[config.mk]
export PLATFORM = sky130hd
export DESIGN_NAME = split_mlp_shared_bram_sequencer_flat
export DESIGN_NICKNAME = d
export VERILOG_FILES = /design/src/rtl/split_mlp_shared_bram_sequencer_pkg.sv /design/src/rtl/split_mlp_shared_bram_sequencer_if.sv /design/src/rtl/split_mlp_shared_bram_sequencer_drain.sv /design/src/rtl/split_mlp_shared_bram_sequencer.sv /design/src/flat_wrapper.sv
export SDC_FILE = /design/constraint.sdc
export NUM_CORES = 1
export LEC_CHECK = 0
export ABC_AREA = 1
export CAP_MARGIN = 20
export CELL_PAD_IN_SITES_DETAIL_PLACEMENT = 2
export CELL_PAD_IN_SITES_GLOBAL_PLACEMENT = 2
export CORE_MARGIN = 2
export CORE_UTILIZATION = 34
export CTS_CLUSTER_SIZE = 40
export DETAILED_ROUTE_END_ITERATION = 8
export PLACE_DENSITY_LB_ADDON = 0.1
export SYNTH_ARGS = -nofsm -noshare
export SYNTH_HDL_FRONTEND = slang
export SYNTH_SLANG_ARGS = --single-unit
[constraint.sdc]
create_clock -name i_clk -period 4.1 [get_ports i_clk]
set_input_delay 0.82 -clock i_clk [delete_from_list [all_inputs] [get_ports i_clk]]
set_output_delay 0.82 -clock i_clk [all_outputs]
set_load 0.005 [all_outputs]
[src/rtl/split_mlp_shared_bram_sequencer_pkg.sv]
// Shared types and width helpers for the split-MLP job sequencer.
package split_mlp_seq_pkg;

  localparam int SEQ_A_W   = 9;
  localparam int SEQ_B_W   = 9;
  localparam int SEQ_LEN_W = 10;

  typedef enum logic [1:0] {IDLE, RUN, CLEAR} seq_state_t;

  typedef struct packed {
    logic [SEQ_A_W-1:0]   a_base;
    logic [SEQ_B_W-1:0]   b_base;
    logic [SEQ_LEN_W-1:0] len;
  } seq_cmd_t;

  // Bits needed to hold the values 0..n.
  function automatic int cnt_w(input int n);
    return (n < 1) ? 1 : $clog2(n + 1);
  endfunction

endpackage

[src/rtl/split_mlp_shared_bram_sequencer_if.sv]
// Command, compute-control, result-FIFO and status signals of the sequencer.
interface split_mlp_shared_bram_sequencer_if #(
  parameter int BRAM_A_RDADDR_WIDTH = split_mlp_seq_pkg::SEQ_A_W,
  parameter int BRAM_B_RDADDR_WIDTH = split_mlp_seq_pkg::SEQ_B_W,
  parameter int LEN_WIDTH           = split_mlp_seq_pkg::SEQ_LEN_W,
  parameter int MAX_OUTSTANDING     = 4
);
  localparam int OUT_W = split_mlp_seq_pkg::cnt_w(MAX_OUTSTANDING);

  logic                           i_cmd_valid;
  logic                           o_cmd_ready;
  logic [BRAM_A_RDADDR_WIDTH-1:0] i_cmd_a_base;
  logic [BRAM_B_RDADDR_WIDTH-1:0] i_cmd_b_base;
  logic [LEN_WIDTH-1:0]           i_cmd_len;
  logic                           i_stall;
  logic                           i_clear;
  logic [BRAM_A_RDADDR_WIDTH-1:0] o_bram_a_rdaddr;
  logic [BRAM_B_RDADDR_WIDTH-1:0] o_bram_b_rdaddr;
  logic                           o_first;
  logic                           o_pause;
  logic                           o_last;
  logic                           i_result_empty;
  logic                           i_result_almost_full;
  logic                           i_drain_ready;
  logic                           o_result_rden;
  logic                           o_result_rstn;
  logic                           i_result_valid;
  logic                           o_busy;
  logic [OUT_W-1:0]               o_outstanding;
  logic                           o_job_done;
  logic                           o_cmd_err;

  modport master (
    output i_cmd_valid, i_cmd_a_base, i_cmd_b_base, i_cmd_len, i_stall, i_clear,
           i_result_empty, i_result_almost_full, i_drain_ready, i_result_valid,
    input  o_cmd_ready, o_bram_a_rdaddr, o_bram_b_rdaddr, o_first, o_pause, o_last,
           o_result_rden, o_result_rstn, o_busy, o_outstanding, o_job_done, o_cmd_err
  );

  modport slave (
    input  i_cmd_valid, i_cmd_a_base, i_cmd_b_base, i_cmd_len, i_stall, i_clear,
           i_result_empty, i_result_almost_full, i_drain_ready, i_result_valid,
    output o_cmd_ready, o_bram_a_rdaddr, o_bram_b_rdaddr, o_first, o_pause, o_last,
           o_result_rden, o_result_rstn, o_busy, o_outstanding, o_job_done, o_cmd_err
  );

endinterface

[src/rtl/split_mlp_shared_bram_sequencer_drain.sv]
// Result-side bookkeeping: outstanding jobs, paced FIFO reads, per-job result count.
module split_mlp_result_drain
  import split_mlp_seq_pkg::*;
#(
  parameter int NUM_GROUPS      = 4,
  parameter int MAX_OUTSTANDING = 4,
  parameter int DRAIN_GAP       = 4,
  localparam int OUT_W          = cnt_w(MAX_OUTSTANDING)
) (
  input  logic             i_clk,
  input  logic             i_rstn,
  input  logic             i_last_beat,
  input  logic             i_clear,
  input  logic             i_in_clear,
  input  logic             i_result_empty,
  input  logic             i_drain_ready,
  input  logic             i_result_valid,
  output logic             o_result_rden,
  output logic [OUT_W-1:0] o_outstanding,
  output logic             o_job_done
);
  localparam int GAP_W = cnt_w(DRAIN_GAP);
  localparam int RES_W = cnt_w(2 * NUM_GROUPS - 1);

  logic [OUT_W-1:0] out_q, out_d;
  logic [GAP_W-1:0] gap_q, gap_d;
  logic [RES_W-1:0] res_q, res_d;
  logic             rden_q, rden_d;
  logic             done_q, done_d;

  always_comb begin
    rden_d = (out_q != '0) && !i_result_empty && i_drain_ready &&
             (gap_q >= GAP_W'(DRAIN_GAP)) && !i_clear && !i_in_clear;
    // gap_q saturates at DRAIN_GAP so an idle FIFO is read as soon as it fills.
    gap_d  = rden_d ? GAP_W'(1) :
             (gap_q < GAP_W'(DRAIN_GAP)) ? gap_q + GAP_W'(1) : gap_q;
    out_d  = out_q;
    case ({i_last_beat, rden_d})
      2'b10:   if (out_q != OUT_W'(MAX_OUTSTANDING)) out_d = out_q + OUT_W'(1);
      2'b01:   out_d = out_q - OUT_W'(1);
      default: out_d = out_q;
    endcase
    res_d  = res_q;
    done_d = 1'b0;
    if (i_clear) begin
      out_d = '0;
      res_d = '0;
    end else if (!i_in_clear && i_result_valid) begin
      if (res_q == RES_W'(2 * NUM_GROUPS - 1)) begin
        res_d  = '0;
        done_d = 1'b1;
      end else begin
        res_d = res_q + RES_W'(1);
      end
    end
  end

  always_ff @(posedge i_clk or negedge i_rstn) begin
    if (!i_rstn) begin
      out_q  <= '0;
      gap_q  <= GAP_W'(DRAIN_GAP);
      res_q  <= '0;
      rden_q <= 1'b0;
      done_q <= 1'b0;
    end else begin
      out_q  <= out_d;
      gap_q  <= gap_d;
      res_q  <= res_d;
      rden_q <= rden_d;
      done_q <= done_d;
    end
  end

  assign o_result_rden = rden_q;
  assign o_outstanding = out_q;
  assign o_job_done    = done_q;

endmodule

[src/rtl/split_mlp_shared_bram_sequencer.sv]
// Job sequencer: accepts dot-product jobs and walks A/B read addresses with first/pause/last.
module split_mlp_shared_bram_sequencer
  import split_mlp_seq_pkg::*;
#(
  parameter int NUM_GROUPS          = 4,
  parameter int BRAM_A_RDADDR_WIDTH = SEQ_A_W,
  parameter int BRAM_B_RDADDR_WIDTH = SEQ_B_W,
  parameter int LEN_WIDTH           = SEQ_LEN_W,
  parameter int MAX_OUTSTANDING     = 4,
  parameter int DRAIN_GAP           = 4,
  parameter int CLEAR_CYCLES        = 4
) (
  input  logic i_clk,
  input  logic i_rstn,
  split_mlp_shared_bram_sequencer_if.slave bus
);
  localparam int CLR_W = cnt_w(CLEAR_CYCLES);
  localparam int OUT_W = cnt_w(MAX_OUTSTANDING);

  seq_state_t                     state_q, state_d;
  seq_cmd_t                       cmd_q, cmd_d;
  logic [LEN_WIDTH-1:0]           k_q, k_d;
  logic [BRAM_A_RDADDR_WIDTH-1:0] a_q, a_d;
  logic [BRAM_B_RDADDR_WIDTH-1:0] b_q, b_d;
  logic                           first_q, first_d, pause_q, pause_d, last_q, last_d;
  logic                           err_q, err_d, busy_q, busy_d;
  logic                           rstn_q, rstn_d, por_q, por_d;
  logic [CLR_W-1:0]               clr_cnt_q, clr_cnt_d;
  logic [OUT_W-1:0]               outstanding;
  logic                           accept;

  assign bus.o_cmd_ready = (state_q == IDLE) && (outstanding < OUT_W'(MAX_OUTSTANDING)) &&
                           !bus.i_result_almost_full && rstn_q && !bus.i_clear;
  assign accept = bus.i_cmd_valid && bus.o_cmd_ready;

  always_comb begin
    state_d   = state_q;
    cmd_d     = cmd_q;
    k_d       = k_q;
    a_d       = a_q;
    b_d       = b_q;
    first_d   = 1'b0;
    pause_d   = 1'b0;
    last_d    = 1'b0;
    err_d     = 1'b0;
    por_d     = 1'b1;
    // FIFO reset releases one edge after por_q, i.e. on the 2nd edge out of reset.
    rstn_d    = por_q;
    clr_cnt_d = clr_cnt_q;
    if (bus.i_clear) begin
      state_d   = CLEAR;
      clr_cnt_d = '0;
      rstn_d    = 1'b0;
    end else begin
      case (state_q)
        IDLE: if (accept) begin
          if (bus.i_cmd_len == '0) begin
            err_d = 1'b1;
          end else begin
            state_d = RUN;
            cmd_d   = '{a_base: bus.i_cmd_a_base, b_base: bus.i_cmd_b_base, len: bus.i_cmd_len};
            k_d     = '0;
          end
        end
        RUN: if (bus.i_stall) begin
          pause_d = 1'b1;
        end else begin
          a_d     = cmd_q.a_base + BRAM_A_RDADDR_WIDTH'(k_q);
          b_d     = cmd_q.b_base + BRAM_B_RDADDR_WIDTH'(k_q);
          first_d = (k_q == '0);
          last_d  = (k_q == cmd_q.len - LEN_WIDTH'(1));
          k_d     = k_q + LEN_WIDTH'(1);
          if (last_d) state_d = IDLE;
        end
        CLEAR: begin
          rstn_d = 1'b0;
          if (clr_cnt_q == CLR_W'(CLEAR_CYCLES - 1)) begin
            state_d = IDLE;
            rstn_d  = por_q;
          end else begin
            clr_cnt_d = clr_cnt_q + CLR_W'(1);
          end
        end
        default: state_d = IDLE;
      endcase
    end
    busy_d = (state_d != IDLE);
  end

  always_ff @(posedge i_clk or negedge i_rstn) begin
    if (!i_rstn) begin
      state_q   <= IDLE;
      cmd_q     <= '0;
      k_q       <= '0;
      a_q       <= '0;
      b_q       <= '0;
      first_q   <= 1'b0;
      pause_q   <= 1'b0;
      last_q    <= 1'b0;
      err_q     <= 1'b0;
      busy_q    <= 1'b0;
      rstn_q    <= 1'b0;
      por_q     <= 1'b0;
      clr_cnt_q <= '0;
    end else begin
      state_q   <= state_d;
      cmd_q     <= cmd_d;
      k_q       <= k_d;
      a_q       <= a_d;
      b_q       <= b_d;
      first_q   <= first_d;
      pause_q   <= pause_d;
      last_q    <= last_d;
      err_q     <= err_d;
      busy_q    <= busy_d;
      rstn_q    <= rstn_d;
      por_q     <= por_d;
      clr_cnt_q <= clr_cnt_d;
    end
  end

  split_mlp_result_drain #(
    .NUM_GROUPS      (NUM_GROUPS),
    .MAX_OUTSTANDING (MAX_OUTSTANDING),
    .DRAIN_GAP       (DRAIN_GAP)
  ) u_drain (
    .i_clk          (i_clk),
    .i_rstn         (i_rstn),
    .i_last_beat    (last_d),
    .i_clear        (bus.i_clear),
    .i_in_clear     (state_q == CLEAR),
    .i_result_empty (bus.i_result_empty),
    .i_drain_ready  (bus.i_drain_ready),
    .i_result_valid (bus.i_result_valid),
    .o_result_rden  (bus.o_result_rden),
    .o_outstanding  (outstanding),
    .o_job_done     (bus.o_job_done)
  );

  assign bus.o_bram_a_rdaddr = a_q;
  assign bus.o_bram_b_rdaddr = b_q;
  assign bus.o_first         = first_q;
  assign bus.o_pause         = pause_q;
  assign bus.o_last          = last_q;
  assign bus.o_result_rstn   = rstn_q;
  assign bus.o_busy          = busy_q;
  assign bus.o_outstanding   = outstanding;
  assign bus.o_cmd_err       = err_q;

endmodule

[src/flat_wrapper.sv]
// flat-port wrapper written by rule: the top's interface ports become plain ports
module split_mlp_shared_bram_sequencer_flat import split_mlp_seq_pkg::*;
#(
  parameter int NUM_GROUPS          = 4,
  parameter int BRAM_A_RDADDR_WIDTH = SEQ_A_W,
  parameter int BRAM_B_RDADDR_WIDTH = SEQ_B_W,
  parameter int LEN_WIDTH           = SEQ_LEN_W,
  parameter int MAX_OUTSTANDING     = 4,
  parameter int DRAIN_GAP           = 4,
  parameter int CLEAR_CYCLES        = 4
)
  (i_clk, i_rstn, bus_i_cmd_valid, bus_i_cmd_a_base, bus_i_cmd_b_base, bus_i_cmd_len, bus_i_stall, bus_i_clear, bus_i_result_empty, bus_i_result_almost_full, bus_i_drain_ready, bus_i_result_valid, bus_o_cmd_ready, bus_o_bram_a_rdaddr, bus_o_bram_b_rdaddr, bus_o_first, bus_o_pause, bus_o_last, bus_o_result_rden, bus_o_result_rstn, bus_o_busy, bus_o_outstanding, bus_o_job_done, bus_o_cmd_err);
  split_mlp_shared_bram_sequencer_if #(.BRAM_A_RDADDR_WIDTH(BRAM_A_RDADDR_WIDTH), .BRAM_B_RDADDR_WIDTH(BRAM_B_RDADDR_WIDTH), .LEN_WIDTH(LEN_WIDTH), .MAX_OUTSTANDING(MAX_OUTSTANDING)) bus_i ();
  input  logic i_clk;
  input  logic i_rstn;
  input wire logic [$bits(bus_i.i_cmd_valid)-1:0] bus_i_cmd_valid;
  input wire logic [$bits(bus_i.i_cmd_a_base)-1:0] bus_i_cmd_a_base;
  input wire logic [$bits(bus_i.i_cmd_b_base)-1:0] bus_i_cmd_b_base;
  input wire logic [$bits(bus_i.i_cmd_len)-1:0] bus_i_cmd_len;
  input wire logic [$bits(bus_i.i_stall)-1:0] bus_i_stall;
  input wire logic [$bits(bus_i.i_clear)-1:0] bus_i_clear;
  input wire logic [$bits(bus_i.i_result_empty)-1:0] bus_i_result_empty;
  input wire logic [$bits(bus_i.i_result_almost_full)-1:0] bus_i_result_almost_full;
  input wire logic [$bits(bus_i.i_drain_ready)-1:0] bus_i_drain_ready;
  input wire logic [$bits(bus_i.i_result_valid)-1:0] bus_i_result_valid;
  output wire logic [$bits(bus_i.o_cmd_ready)-1:0] bus_o_cmd_ready;
  output wire logic [$bits(bus_i.o_bram_a_rdaddr)-1:0] bus_o_bram_a_rdaddr;
  output wire logic [$bits(bus_i.o_bram_b_rdaddr)-1:0] bus_o_bram_b_rdaddr;
  output wire logic [$bits(bus_i.o_first)-1:0] bus_o_first;
  output wire logic [$bits(bus_i.o_pause)-1:0] bus_o_pause;
  output wire logic [$bits(bus_i.o_last)-1:0] bus_o_last;
  output wire logic [$bits(bus_i.o_result_rden)-1:0] bus_o_result_rden;
  output wire logic [$bits(bus_i.o_result_rstn)-1:0] bus_o_result_rstn;
  output wire logic [$bits(bus_i.o_busy)-1:0] bus_o_busy;
  output wire logic [$bits(bus_i.o_outstanding)-1:0] bus_o_outstanding;
  output wire logic [$bits(bus_i.o_job_done)-1:0] bus_o_job_done;
  output wire logic [$bits(bus_i.o_cmd_err)-1:0] bus_o_cmd_err;
  assign bus_i.i_cmd_valid = bus_i_cmd_valid;
  assign bus_i.i_cmd_a_base = bus_i_cmd_a_base;
  assign bus_i.i_cmd_b_base = bus_i_cmd_b_base;
  assign bus_i.i_cmd_len = bus_i_cmd_len;
  assign bus_i.i_stall = bus_i_stall;
  assign bus_i.i_clear = bus_i_clear;
  assign bus_i.i_result_empty = bus_i_result_empty;
  assign bus_i.i_result_almost_full = bus_i_result_almost_full;
  assign bus_i.i_drain_ready = bus_i_drain_ready;
  assign bus_i.i_result_valid = bus_i_result_valid;
  assign bus_o_cmd_ready = bus_i.o_cmd_ready;
  assign bus_o_bram_a_rdaddr = bus_i.o_bram_a_rdaddr;
  assign bus_o_bram_b_rdaddr = bus_i.o_bram_b_rdaddr;
  assign bus_o_first = bus_i.o_first;
  assign bus_o_pause = bus_i.o_pause;
  assign bus_o_last = bus_i.o_last;
  assign bus_o_result_rden = bus_i.o_result_rden;
  assign bus_o_result_rstn = bus_i.o_result_rstn;
  assign bus_o_busy = bus_i.o_busy;
  assign bus_o_outstanding = bus_i.o_outstanding;
  assign bus_o_job_done = bus_i.o_job_done;
  assign bus_o_cmd_err = bus_i.o_cmd_err;
  split_mlp_shared_bram_sequencer #(.NUM_GROUPS(NUM_GROUPS), .BRAM_A_RDADDR_WIDTH(BRAM_A_RDADDR_WIDTH), .BRAM_B_RDADDR_WIDTH(BRAM_B_RDADDR_WIDTH), .LEN_WIDTH(LEN_WIDTH), .MAX_OUTSTANDING(MAX_OUTSTANDING), .DRAIN_GAP(DRAIN_GAP), .CLEAR_CYCLES(CLEAR_CYCLES)) u_core (.i_clk(i_clk), .i_rstn(i_rstn), .bus(bus_i));
endmodule
# Word level (Yosys, flattened, before mapping)
# Cells that the tools add are included.
[classes]
shift = 0
bitwise = 3
n_mux = 41
div_mod_pow = 0
addsub = 9
n_reduce_logical = 30
eq_ne = 13
multipliers = 0
magnitude_cmp = 3
[op_table]
columns = ["cell", "n"]
rows = [
  ["$mux W10", 3],
  ["$mux W3", 10],
  ["$logic_not A10 Y1", 2],
  ["$pmux W10 S2", 1],
  ["$mux W1", 19],
  ["$add A9 B9 Y9", 2],
  ["$add A3 B1 Y3 const B", 4],
  ["$mux W2", 6],
  ["$logic_and A1 B1 Y1", 11],
  ["$add A10 B1 Y10 const B", 1],
  ["$eq A10 B10 Y1", 1],
  ["$reduce_bool A2 Y1", 5],
  ["$sub A10 B1 Y10 const B", 1],
  ["$lt A3 B3 Y1 const B", 2],
  ["$ne A2 B2 Y1 const B", 3],
  ["$ne A3 B3 Y1 const B", 2],
  ["$pmux W2 S3", 1],
  ["$pmux W3 S2", 1],
  ["$reduce_bool A3 Y1", 2],
  ["$reduce_and A5 Y1", 1],
  ["$eq A2 B1 Y1 const B", 2],
  ["$eq A2 B2 Y1 const B", 2],
  ["$logic_not A1 Y1", 4],
  ["$reduce_and A2 Y1", 2],
  ["other kinds (9)", 11],
]
[totals]
mem_count = 0
output_inout_bits = 30
latchBits = 0
mem_bits_rw = 0
romBits = 0
register_bits = 79

# Logic depth before layout (Yosys ltp)
[logic_depth]
word_depth = 10
mapped_depth = 21
depth_no_buf = 21

# Hierarchy
# From an unflattened synthesis, not the netlist that was laid out.
[unflattened]
hier_cells = 546
area_unflattened_um2 = 4673.2
[modules_own_cells]
columns = ["module", "instances", "seq_area_each_um2", "cells_each", "area_each_um2"]
rows = [
  ["split_mlp_shared_bram_sequencer", 1, 1701.6, 474, 4041.4],
  ["split_mlp_result_drain", 1, 276.5, 72, 631.9],
]

# Least setup slack after synthesis
# OpenSTA, ideal clock, no wires.
[synth_path]
path_kind = "input to register"
startpoint = "in bus_i_clear"
endpoint = "reg u_core.u_drain.out_q[2], in the netlist u_core.u_drain.o_outstanding[2]"
arrival_time_ps = 2208
n_path_buf = 2
setup_time_ps = 117
path_slack_ps = 1775
path_stages = 15
cell_sequence = "buf_4 inv_1 buf_2 nand2_1 nor4_4 nand3_1 nand2_1 inv_1 ha_1 inv_1 nand2_1 inv_1 nand2_1 nand3_1 nand2_1"
[synth_via]
elab_chain_cells = 6
word_cells_on_any_way = 11
cone_classes = "eq/ne (3); mux (3); reduce/logical (5)"
[synth_lines]
columns = ["item", "line_no", "text"]
rows = [
  ["start, declared", "flat_wrapper.sv:21", "input wire logic [$bits(bus_i.i_clear)-1:0] bus_i_clear;"],
  ["$logic_not A1 Y1 *", "split_mlp_shared_bram_sequencer_drain.sv:33", "(gap_q >= GAP_W'(DRAIN_GAP)) && !i_clear && !i_in_clear;"],
  ["$logic_and A1 B1 Y1 * (2 in series)", "split_mlp_shared_bram_sequencer_drain.sv:33", ""],
  ["net u_core.u_drain.rden_d", "split_mlp_shared_bram_sequencer_drain.sv:28", "logic rden_q, rden_d;"],
  ["$eq A2 B1 Y1 / $eq A2 B2 Y1 (equally long branches)", "split_mlp_shared_bram_sequencer_drain.sv:38", "case ({i_last_beat, rden_d})"],
  ["$pmux W3 S2 (tied with other cells)", "split_mlp_shared_bram_sequencer_drain.sv:38", ""],
  ["$mux W3 / $reduce_and A2 Y1 (equally long branches)", "--", ""],
  ["end signal, assigned", "split_mlp_shared_bram_sequencer_drain.sv:66", "out_q <= out_d;"],
  ["end, declared", "split_mlp_shared_bram_sequencer_drain.sv:25", "logic [OUT_W-1:0] out_q, out_d;"],
]
# Mark *: on every way through the listed nets, which the timed path passes. The rest lies on a longest branch.
# A chain may end at the register's enable or synchronous reset.

# Worst setup path in the final report
[layout_path]
startpoint = "in bus_i_clear"
endpoint = "out bus_o_cmd_ready"
[layout_via]
elab_chain_cells = 2
[layout_lines]
columns = ["item", "line_no", "text"]
rows = [
  ["$logic_not A1 Y1", "split_mlp_shared_bram_sequencer.sv:33", "!bus.i_result_almost_full && rstn_q && !bus.i_clear;"],
  ["$logic_and A1 B1 Y1", "split_mlp_shared_bram_sequencer.sv:33", ""],
  ["end, declared", "flat_wrapper.sv:26", "output wire logic [$bits(bus_i.o_cmd_ready)-1:0] bus_o_cmd_ready;"],
]
# Every way passes these cells.

==> impl_results.md <==
- Starting density of the core: 34.9%
- Die height: 118 um
- GR Util All Layers: 20.6%
- Critical Path, Cell by Cell: clkdlybuf4s50_1 -> inv_1 -> nand3_1 -> inv_2 -> clkdlybuf4s50_1
- Nets: 685
- Power share of the clock group: 23.7%
- Tcrit/Tclk final: 80.8%
- Worst setup EP type: primary output
- Crit path time final: 3310 ps
- CP startpoint kind: input port
- Synth Net Count: 616
- Max Clock Freq: 302 MHz
- EDFF count, synth: 0
- First-pass GRT wire length: 22500 um
- Initial antenna violation count: 0
- Syn avg cell area: 7.97 um2
- Slew headroom: 40.9%
- Comb power frac: 38.4%
- RD Place Congestion: 0.821
- Die footprint: 0.0139 mm2
- Sequential power share: 37.8%
- Worst Path Required: 3280 ps
- GR Util met3: 2.91%
- Vias after detailed routing: 3930
- Root buffer cell: clkbuf_16
- Yosys warns: 0
- Synth top area cells: dfrtp_1 44%, nand2_1 15%, ha_1 7.1%
- Pwr dens: 576 mW/mm2
- H-Tree Depth: 3
- Layout Skew: 6.57 ps
- Post-DP Area: 0.00524 mm2
- Outcome: finished clean
- Post-cts sizing count: 0
- Area growth from synthesis to layout: 25.3%
- Final setup violation count: 0
- Most common cell after layout, fill and taps aside: nand2_1
- Max-slew violations: 0
- Final-report hold violation count: 0
- Slowest stage delay, CP: 570 ps
- Congestion Overflow GR: 0
- Total core area: 0.0126 mm2
- Final wirelength: 13300 um
- Per-cell routed wire length: 16.6 um
- FF+latch count, synth: 79
- Ys flop type: dfrtp_1
- Max VDD drop: 0.222 mV
- Vias per std cell: 4.92
- Clock latency at the later pin of the worst-skew pair: 350 ps
- Final instance area: 0.00551 mm2
- Most used routing layer in global routing: met2
- Mapped Cells: 552
- Port Buffers: 66
- Sum Neg Setup Slack: 0 ps
- Max clock buf depth: 2
- Worst Path Arrival: 2490 ps
- Synth cell types: 41
- Post-route ant nets: 0
- Largest net degree at the start of global routing: 68
- Drt initial violations: 123
- HP Class: flip-flop to flip-flop
- Chip Width: 118 um
- Crit Path Class: input port to primary output
- Pre-Repair DR Iteration Count: 5
- Share of cells above drive strength 1: 7.51%
- Most area-hungry cell type in the Yosys netlist: dfrtp_1
- Unrepaired setup endpoints after global routing: no
- Seq/Total Area, Yosys: 45.0%
- Slowest cell on crit path: clkdlybuf4s50_1
- P_int: 1.88 mW
- Post-CTS Hold Fix Bufs: 0
- Max cap viols: 0
- Clk slew on worst S/H paths: 60 ps
- Ant diodes: 0
- CP dominant cell by count: clkdlybuf4s50_1
- NetSw: 1.29 mW
- Routing usage on met2: 36.8%
- Clk sinks: 79
- Commonest cells after routing, fill and taps aside: 174 x nand2_1, 78 x dfrtp_1, 65 x clkdlybuf4s50_1, 61 x inv_1, 38 x nor2_1
- CTS Buf Count: 9
- Slew @ Worst Pin: 887 ps
- Leak Pwr: 2.66 nW
- Drc violations: 0
- CP delay by family, top: buffers and inverters
- Vias in the first global route: 4375
- # rows: 41
- Setup bufs post-CTS: 0
- CTS tree: done
- Top Ports: 67
- Top-area cell type share of the netlist area: 44.4%
- Met1 Use GR: 25.3%
- Post-synthesis cell area: 0.00440 mm2
- Hpwl dp: 10000 um
- Critical path buffers and inverters: 4
- CP Max Fanout: 11
- Switch share: 40.6%
- Ys async rst share: 100%
## final cells by class
type | instances | area, um2
Fill cell | 1461 | 7110
Tap cell | 172 | 215
Inverter | 69 | 263
Multi-Input combinational cell | 392 | 2100
Clock inverter | 3 | 18.8
Timing Repair Buffer | 70 | 688
Clock buffer | 13 | 250
Sequential cell | 79 | 1980
## per-stage QoR
| step | hold WS, ps | power (mW) | cells | worst slack, ps | util, % |
|---|---|---|---|---|---|
| after global placement | 453 | 2.33 | 782 | 804 | 41.5 |
| after global routing | 505 | 3.47 | 798 | 661 | 43.7 |
| after detailed placement | 465 | 2.43 | 782 | 642 | 41.5 |
| final | 471 | 3.17 | 798 | 786 | 43.7 |
| after floorplan | 446 | 2.00 | 552 | 1770 | - |
| after CTS | 481 | 3.23 | 798 | 746 | 43.7 |
## cells by family (layout without fill, tap and decap cells)
logic type	count (synthesis)	after routing	synth area share, %
simple gates	284	284	28.4
buf+inv	81	155	7.31
flops	79	79	45.0
compound gates	61	61	7.43
fa+ha+maj	27	27	8.02
xor+xnor	19	19	3.78
other cells	1	1	0.0853
## registers in the layout, summed over array words and instances, names as in the netlist
| register | cells |
|---|---|
| u_core.cmd_q | 28 |
| u_core.k_q | 10 |
| u_core.bus.o_bram_a_rdaddr | 9 |
| u_core.bus.o_bram_b_rdaddr | 9 |
| u_core.clr_cnt_q | 3 |
| u_core.u_drain.gap_q | 3 |
| u_core.u_drain.o_outstanding | 3 |
| u_core.u_drain.res_q | 3 |
| u_core.state_q | 2 |
| u_core.bus.o_busy | 1 |
| u_core.bus.o_cmd_err | 1 |
| u_core.bus.o_first | 1 |
| u_core.bus.o_last | 1 |
| u_core.bus.o_pause | 1 |
| u_core.bus.o_result_rstn | 1 |
| u_core.por_q | 1 |
| u_core.u_drain.o_job_done | 1 |
| u_core.u_drain.o_result_rden | 1 |
## path summary, 6_finish.rpt
path,start,endpoint,slack (ps),cells past startpoint
max in group asynchronous,i_rstn,u_core.u_drain.gap_q[2]$_DFFE_PN1P_,2740,2
min in group asynchronous,i_rstn,u_core.bus.o_bram_a_rdaddr[2]$_DFFE_PN0P_,580,1
hold reg to reg,u_core.bus.o_bram_a_rdaddr[0]$_DFFE_PN0P_,u_core.bus.o_bram_a_rdaddr[0]$_DFFE_PN0P_,470,2
setup / recovery,bus_i_clear,bus_o_cmd_ready,790,5
hold / removal,u_core.bus.o_bram_a_rdaddr[0]$_DFFE_PN0P_,u_core.bus.o_bram_a_rdaddr[0]$_DFFE_PN0P_,470,2
setup reg to reg,u_core.cmd_q[0]$_DFFE_PN0P_,u_core.u_drain.o_outstanding[2]$_DFFE_PN0P_,1430,20
## power by group through the flow
stage	sequential [mW]	clock [mW]	combinational, mW
floorplan	1.13	0	0.873
global placement	1.20	0	1.13
detailed placement	1.21	0	1.22
CTS	1.20	0.774	1.25
global route	1.23	0.810	1.43
finish	1.20	0.753	1.22
## worst register-to-register path, delay by kind of cell, from the launching register on
| kind | cells | cell delay, ps |
|---|---|---|
| AO/OA/AOI/OAI | 1 | 130 |
| adder cells (fa/ha/maj) | 2 | 500 |
| buffers and inverters | 4 | 280 |
| flip-flops | 1 | 370 |
| AND/OR/NAND/NOR | 13 | 1280 |
## Yosys cell counts (3+ instances only)
master    number
clkbuf_1       3
xnor2_1        5
nor2_2         8
nor4_1         4
nand3_1       32
inv_1         61
nand4_1        5
nand2_1      174
dfrtp_1       78
xor2_1        14
buf_2          6
nor2_1        38
nor3_1         8
o31ai_1        3
ha_1          25
o21ai_0       37
a21oi_1       15
inv_2          6
## routing by layer
metal | vias up | routed length, um
li1 | 1892 | -
met1 | 1959 | 5770
met2 | 59 | 6880
met3 | 20 | 354
met4 | 0 | 266
met5 | - | 0
Power figures use the tool's default switching activity.
